`config.mk`:
```
export PLATFORM = sky130hd
export DESIGN_NAME = ms_load_queue
export DESIGN_NICKNAME = d
export VERILOG_FILES = /design/src/rtl/mem_pkg.sv /design/src/rtl/load_align.sv /design/src/rtl/ms_load_queue.sv
export SDC_FILE = /design/constraint.sdc
export NUM_CORES = 1
export LEC_CHECK = 0
export BUFFER_PORTS_ARGS = -buffer_cell sky130_fd_sc_hd__buf_2
export CORE_ASPECT_RATIO = 1.2
export CORE_MARGIN = 2
export CORE_UTILIZATION = 49
export CTS_CLUSTER_DIAMETER = 60
export DETAILED_ROUTE_END_ITERATION = 7
export GPL_TIMING_DRIVEN = 0
export PLACE_DENSITY = 0.77
export SYNTH_ARGS = -nofsm -noshare
export SYNTH_HDL_FRONTEND = slang
export SYNTH_HIERARCHICAL = 1
export SYNTH_SLANG_ARGS = --single-unit
```
`constraint.sdc`:
```
create_clock -name clk -period 4.7 [get_ports clk]
set_input_delay 0.47 -clock clk [delete_from_list [all_inputs] [get_ports clk]]
set_output_delay 0.47 -clock clk [all_outputs]
set_load 0.01 [all_outputs]
```
`src/rtl/mem_pkg.sv`:
```
// Shared definitions for the memory-stage load queue: load op codes,
// per-entry response state and the entry record.
// Optional feature macro: MEM_LWLR_EN (adds the per-entry rt field).
package mem_pkg;

    localparam logic [2:0] LD_W  = 3'd0;
    localparam logic [2:0] LD_B  = 3'd1;
    localparam logic [2:0] LD_BU = 3'd2;
    localparam logic [2:0] LD_H  = 3'd3;
    localparam logic [2:0] LD_HU = 3'd4;
    localparam logic [2:0] LD_WL = 3'd5;
    localparam logic [2:0] LD_WR = 3'd6;

    typedef enum logic {
        ST_WAIT = 1'b0,
        ST_DONE = 1'b1
    } ent_state_e;

    // The sideband is kept in a separate array in the queue because its
    // width is a module parameter.
    typedef struct packed {
        logic [2:0]  op;
        logic [1:0]  off;
`ifdef MEM_LWLR_EN
        logic [31:0] rt;
`endif
        logic [31:0] data;
        ent_state_e  st;
    } ent_t;

endpackage

```
`src/rtl/load_align.sv`:
```
// Combinational load data alignment and extension.
// Optional feature macro: MEM_LWLR_EN (LWL/LWR merge with the old rt value;
// without it ops 5/6 behave like LW and rt is ignored).
module load_align
    import mem_pkg::*;
(
    input  logic [2:0]  op,
    input  logic [1:0]  off,
    input  logic [31:0] rt,
    input  logic [31:0] data,
    output logic [31:0] result
);

    logic [7:0]  byte_sel;
    logic [15:0] half_sel;

    // Pick the addressed byte and halfword out of the word.
    always_comb begin
        byte_sel = data[7:0];
        case (off)
            2'd0: byte_sel = data[7:0];
            2'd1: byte_sel = data[15:8];
            2'd2: byte_sel = data[23:16];
            2'd3: byte_sel = data[31:24];
            default: byte_sel = data[7:0];
        endcase
        half_sel = off[1] ? data[31:16] : data[15:0];
    end

    // Extend or merge according to the load op; unknown ops act as LW.
    always_comb begin
        result = data;
        case (op)
            LD_B:  result = {{24{byte_sel[7]}}, byte_sel};
            LD_BU: result = {24'h0, byte_sel};
            LD_H:  result = {{16{half_sel[15]}}, half_sel};
            LD_HU: result = {16'h0, half_sel};
`ifdef MEM_LWLR_EN
            LD_WL: begin
                case (off)
                    2'd0: result = {data[7:0],  rt[23:0]};
                    2'd1: result = {data[15:0], rt[15:0]};
                    2'd2: result = {data[23:0], rt[7:0]};
                    default: result = data;
                endcase
            end
            LD_WR: begin
                case (off)
                    2'd1: result = {rt[31:24], data[31:8]};
                    2'd2: result = {rt[31:16], data[31:16]};
                    2'd3: result = {rt[31:8],  data[31:24]};
                    default: result = data;
                endcase
            end
`endif
            default: result = data;
        endcase
    end

`ifndef MEM_LWLR_EN
    logic unused_rt;
    assign unused_rt = ^rt;
`endif

endmodule

```
`src/rtl/ms_load_queue.sv`:
```
// Memory-stage load queue: tracks up to DEPTH outstanding data-SRAM loads
// in order, captures responses, aligns them and hands results to writeback.
// A flush cancels all entries; responses still owed to cancelled requests
// are counted in drop_cnt and swallowed when they arrive.
// Optional feature macro: MEM_LWLR_EN (LWL/LWR support, stores rt per entry).
module ms_load_queue
    import mem_pkg::*;
#(
    parameter int DEPTH  = 2,
    parameter int META_W = 38
) (
    input  logic                     clk,
    input  logic                     resetn,
    input  logic                     req_valid,
    output logic                     req_ready,
    input  logic [2:0]               req_op,
    input  logic [1:0]               req_off,
    input  logic [31:0]              req_rt,
    input  logic [META_W-1:0]        req_meta,
    input  logic                     data_ok,
    input  logic [31:0]              rdata,
    input  logic                     flush,
    output logic                     out_valid,
    input  logic                     out_ready,
    output logic [31:0]              out_data,
    output logic [META_W-1:0]        out_meta,
    output logic [$clog2(DEPTH):0]   pending_cnt
);

    localparam int PW = $clog2(DEPTH);
    localparam int CW = PW + 1;
    localparam logic [CW:0] DEPTH_V = (CW+1)'(DEPTH);

    ent_t              ent_q  [DEPTH];
    logic [META_W-1:0] meta_q [DEPTH];

    logic [PW-1:0] push_ptr;
    logic [PW-1:0] resp_ptr;
    logic [PW-1:0] pop_ptr;
    logic [CW-1:0] occ_q;
    logic [CW-1:0] wait_q;
    logic [CW-1:0] drop_q;

    logic          do_push;
    logic          do_pop;
    logic          drop_hit;
    logic          resp_live;
    logic [CW:0]   used_sum;
    logic [CW-1:0] drop_nxt;
    logic [31:0]   head_rt;
    ent_t          head;

    assign head = ent_q[pop_ptr];

    // Handshakes and response routing; ready depends only on registered
    // counts so a same-cycle pop never frees a slot early.
    always_comb begin
        used_sum  = {1'b0, occ_q} + {1'b0, drop_q};
        req_ready = resetn && !flush && (used_sum < DEPTH_V);
        do_push   = req_valid && req_ready;
        drop_hit  = data_ok && (drop_q != '0);
        resp_live = data_ok && (drop_q == '0) && (wait_q != '0);
        out_valid = !flush && (occ_q != '0) && (head.st == ST_DONE);
        do_pop    = out_valid && out_ready;
    end

    // A flush turns every still-waiting entry into a response to swallow,
    // net of the one a same-cycle data_ok already consumed.
    always_comb begin
        drop_nxt = drop_q;
        if (drop_hit) begin
            drop_nxt = drop_q - CW'(1);
        end
        if (flush) begin
            drop_nxt = drop_nxt + wait_q - CW'(resp_live);
        end
    end

    // Pointers and occupancy counters.
    always_ff @(posedge clk) begin
        if (!resetn) begin
            push_ptr <= '0;
            resp_ptr <= '0;
            pop_ptr  <= '0;
            occ_q    <= '0;
            wait_q   <= '0;
            drop_q   <= '0;
        end else begin
            drop_q <= drop_nxt;
            if (flush) begin
                push_ptr <= '0;
                resp_ptr <= '0;
                pop_ptr  <= '0;
                occ_q    <= '0;
                wait_q   <= '0;
            end else begin
                if (do_push) begin
                    push_ptr <= push_ptr + PW'(1);
                end
                if (resp_live) begin
                    resp_ptr <= resp_ptr + PW'(1);
                end
                if (do_pop) begin
                    pop_ptr <= pop_ptr + PW'(1);
                end
                occ_q  <= occ_q + CW'(do_push) - CW'(do_pop);
                wait_q <= wait_q + CW'(do_push) - CW'(resp_live);
            end
        end
    end

    // Entry storage: requests land in WAIT, responses flip them to DONE.
    always_ff @(posedge clk) begin
        if (!resetn) begin
            for (int i = 0; i < DEPTH; i++) begin
                ent_q[i]  <= '0;
                meta_q[i] <= '0;
            end
        end else begin
            if (do_push) begin
                ent_q[push_ptr].op  <= req_op;
                ent_q[push_ptr].off <= req_off;
`ifdef MEM_LWLR_EN
                ent_q[push_ptr].rt  <= req_rt;
`endif
                ent_q[push_ptr].st  <= ST_WAIT;
                meta_q[push_ptr]    <= req_meta;
            end
            if (resp_live) begin
                ent_q[resp_ptr].data <= rdata;
                ent_q[resp_ptr].st   <= ST_DONE;
            end
        end
    end

`ifdef MEM_LWLR_EN
    assign head_rt = head.rt;
`else
    assign head_rt = 32'h0;
    logic unused_req_rt;
    assign unused_req_rt = ^req_rt;
`endif

    load_align u_align (
        .op     (head.op),
        .off    (head.off),
        .rt     (head_rt),
        .data   (head.data),
        .result (out_data)
    );

    assign out_meta    = meta_q[pop_ptr];
    assign pending_cnt = occ_q + drop_q;

endmodule

```
==> results.tsv <==
stage	metric	value	unit
critical_path	regToRegStartpoint	occ_q[0]$_SDFF_PP0_	
hold_path	holdCritPathClass	in2reg	
clocking	cts_root_buffer	clkbuf_16	
global_route	grt_start_max_net_pins	31	
pwr	p_leak	4.36	nW
clocking	cts_num_sinks	162	
die	start_util	49.6	%
routing	drt_iter0_drc	501	
layout	layout_common_cells	buf_2, edfxtp_1, and3_1, mux2_2, and2_1	
synthesis	avgSynthCellArea	13.7	µm²
routing	via_per_inst	5.61	
global_route	grt_pass1_vias	5796	
critical_path	reg2regPathDepth	9	
synthesis	syn_nets	703	
routing	first_pass_iters	5	
die	die_x	120	µm
timing	drv_slew	0	
timing	setup_slack	0.398	ns
clocking	ctsHoldBuffers	0	
routing	ant_nets	0	
timing	rsz0062_at_grt	no	
die	core_area	16100	µm²
critical_path	crit_chain	buf_1 -> clkbuf_1 -> mux2_2 -> mux4_2 -> nand4b_4 -> o31ai_4 -> buf_6 -> a21o_1 -> buf_2	
layout	fin_area	9700	µm²
synthesis	syn_area	7980	µm²
critical_path	crit_path_max_incr_delay	0.70	ns
timing	hold_violations	0	
job	max-cap-violations	0	
timing	max_freq	232	MHz
layout	areaGrowthSynthToFinish	21.5	%
clocking	cts_made_buffers	17	
place	hpwl	13800	µm
place	place_ws	0.891	ns
place	globalplace.congestion	0.861	
global_route	grt_util_all_layers	22.5	%
routing	vias	5535	
clocking	cts_setup_buffers	0	
synthesis	yosysWarnings	6	
clocking	cts.clk_slew.worst_paths	0.06	ns
critical_path	critPathMaxFanout	10	
layout	final_nets	880	
pwr	power_density	361	nW/µm²
global_route	grt_pass1_wl	29600	µm
routing	drcViolationCount	0	
hold_path	min_from	rdata[11]	
layout	final_common_cell	buf_2	
hold_path	hold_path_depth	2	
global_route	grt_overflow	0	
clocking	ctsResizeCount	0	
layout	layout-drive-gt1-share	37.1	%
global_route	antenna_found_initial	3	
die	num_io_pins	187	
critical_path	worst_r2r_endpoint	ent_q[0][33]$_SDFFCE_PN0P_	
clocking	cts_tree	yes	
clocking	clk_latency	0.42	ns
place	portBuffers	154	
die	die_h	144	µm
routing	wl_per_cell	19.2	µm
timing	worst_pin_slew	0.842	ns
timing	fin_crit_sh	91.5	%
critical_path	start_kind	register	
timing	slew-limit-headroom	43.6	%
critical_path	slowest_stage	clkbuf_1	
pwr	ir_drop	0.261	mV
clocking	clock_path_buffers	2	
timing	post-route-min-period	4.30	ns
synthesis	synthCells	583	
timing	clock_skew	0.00807	ns
critical_path	critPathCaptureType	primary output	
routing	drt-total-wl	19000	µm
die	fp-row-count	51	
timing	finalSetupViolations	0	
run_status	status	finished, final reports clean	
die	die_area	17300	µm²
critical_path	path_class	reg2out	
critical_path	cp_data_arrival_time	3.83	ns
clocking	cts-htree-levels	4	
critical_path	rrSetupSlack	1.48	ns
hold_path	holdPathEnd	ent_q[1][12]$_SDFFCE_PN0P_	
critical_path	critPathRequiredTime	4.23	ns
place	postPlaceCellArea	9140	µm²
where the power goes:
group / total, mW / internal [mW] / leakage (nW) / switching (mW)
Combinational: 0.515 / 0.227 / 2.43 / 0.288
Sequential: 1.68 / 1.66 / 1.65 / 0.0255
Clock: 1.30 / 0.734 / 0.277 / 0.568
routing by layer:
metal,part of all wire [%],global-route usage (%)
met4,2.5,8.32
met5,0.069,0
met2,51,39.5
met3,7.3,6.63
met1,39,26.1
how the worst max path moves through the flow:
stage | start | endpoint | slack (ns) | depth (start not counted)
finish | register | out_data[16] | 0.40 | 9
global route | register | out_data[30] | 0.21 | 9
CTS | register | out_data[16] | 0.42 | 9
detailed placement | register | out_data[16] | 0.89 | 9
global placement | data_ok | ent_q[1][3]$_SDFFCE_PN0P_ | -0.11 | 3
floorplan | occ_q[0]$_SDFF_PP0_ | ent_q[1][33]$_SDFFCE_PN0P_ | 0.95 | 5
registers in the layout, summed over array words and instances, names as in the netlist, named ones only:
name / count
resp_ptr: 1
wait_q: 2
ent_q: 76
drop_q: 2
occ_q: 2
push_ptr: 1
pop_ptr: 1
meta_q: 76
metrics by stage:
stage / utilization (%) / setup TNS, ns / power, mW / std cells / hold WS (ns)
after detailed placement: 56.8 / 0 / 2.23 / 953 / 0.463
final: 60.3 / 0 / 3.50 / 986 / 0.334
after global placement: 56.1 / -7.07 / 2.20 / 949 / 0.452
after floorplan: - / 0 / 2.02 / 583 / 0.439
after global routing: 60.3 / 0 / 3.63 / 986 / 0.329
after CTS: 60.3 / 0 / 3.51 / 985 / 0.320
layout make-up:
cell class	instances	area, µm²
Timing Repair Buffer	158	866
Fill cell	1315	6380
Antenna cell	1	2.50
Inverter	8	30.0
Clock inverter	15	133
Tap cell	212	265
Multi-Input combinational cell	368	3030
Clock buffer	17	425
Buffer	45	200
Sequential cell	162	4740
critical path, delay by kind of cell (launching register included):
family / cells / cell delay [ns]
AOI/OAI and AO/OA: 2 / 0.30
buffers and inverters: 4 / 1.57
DFF: 1 / 0.38
muxes: 2 / 0.98
and+or+nand+nor: 1 / 0.18
(Power assumes the default switching activity.)
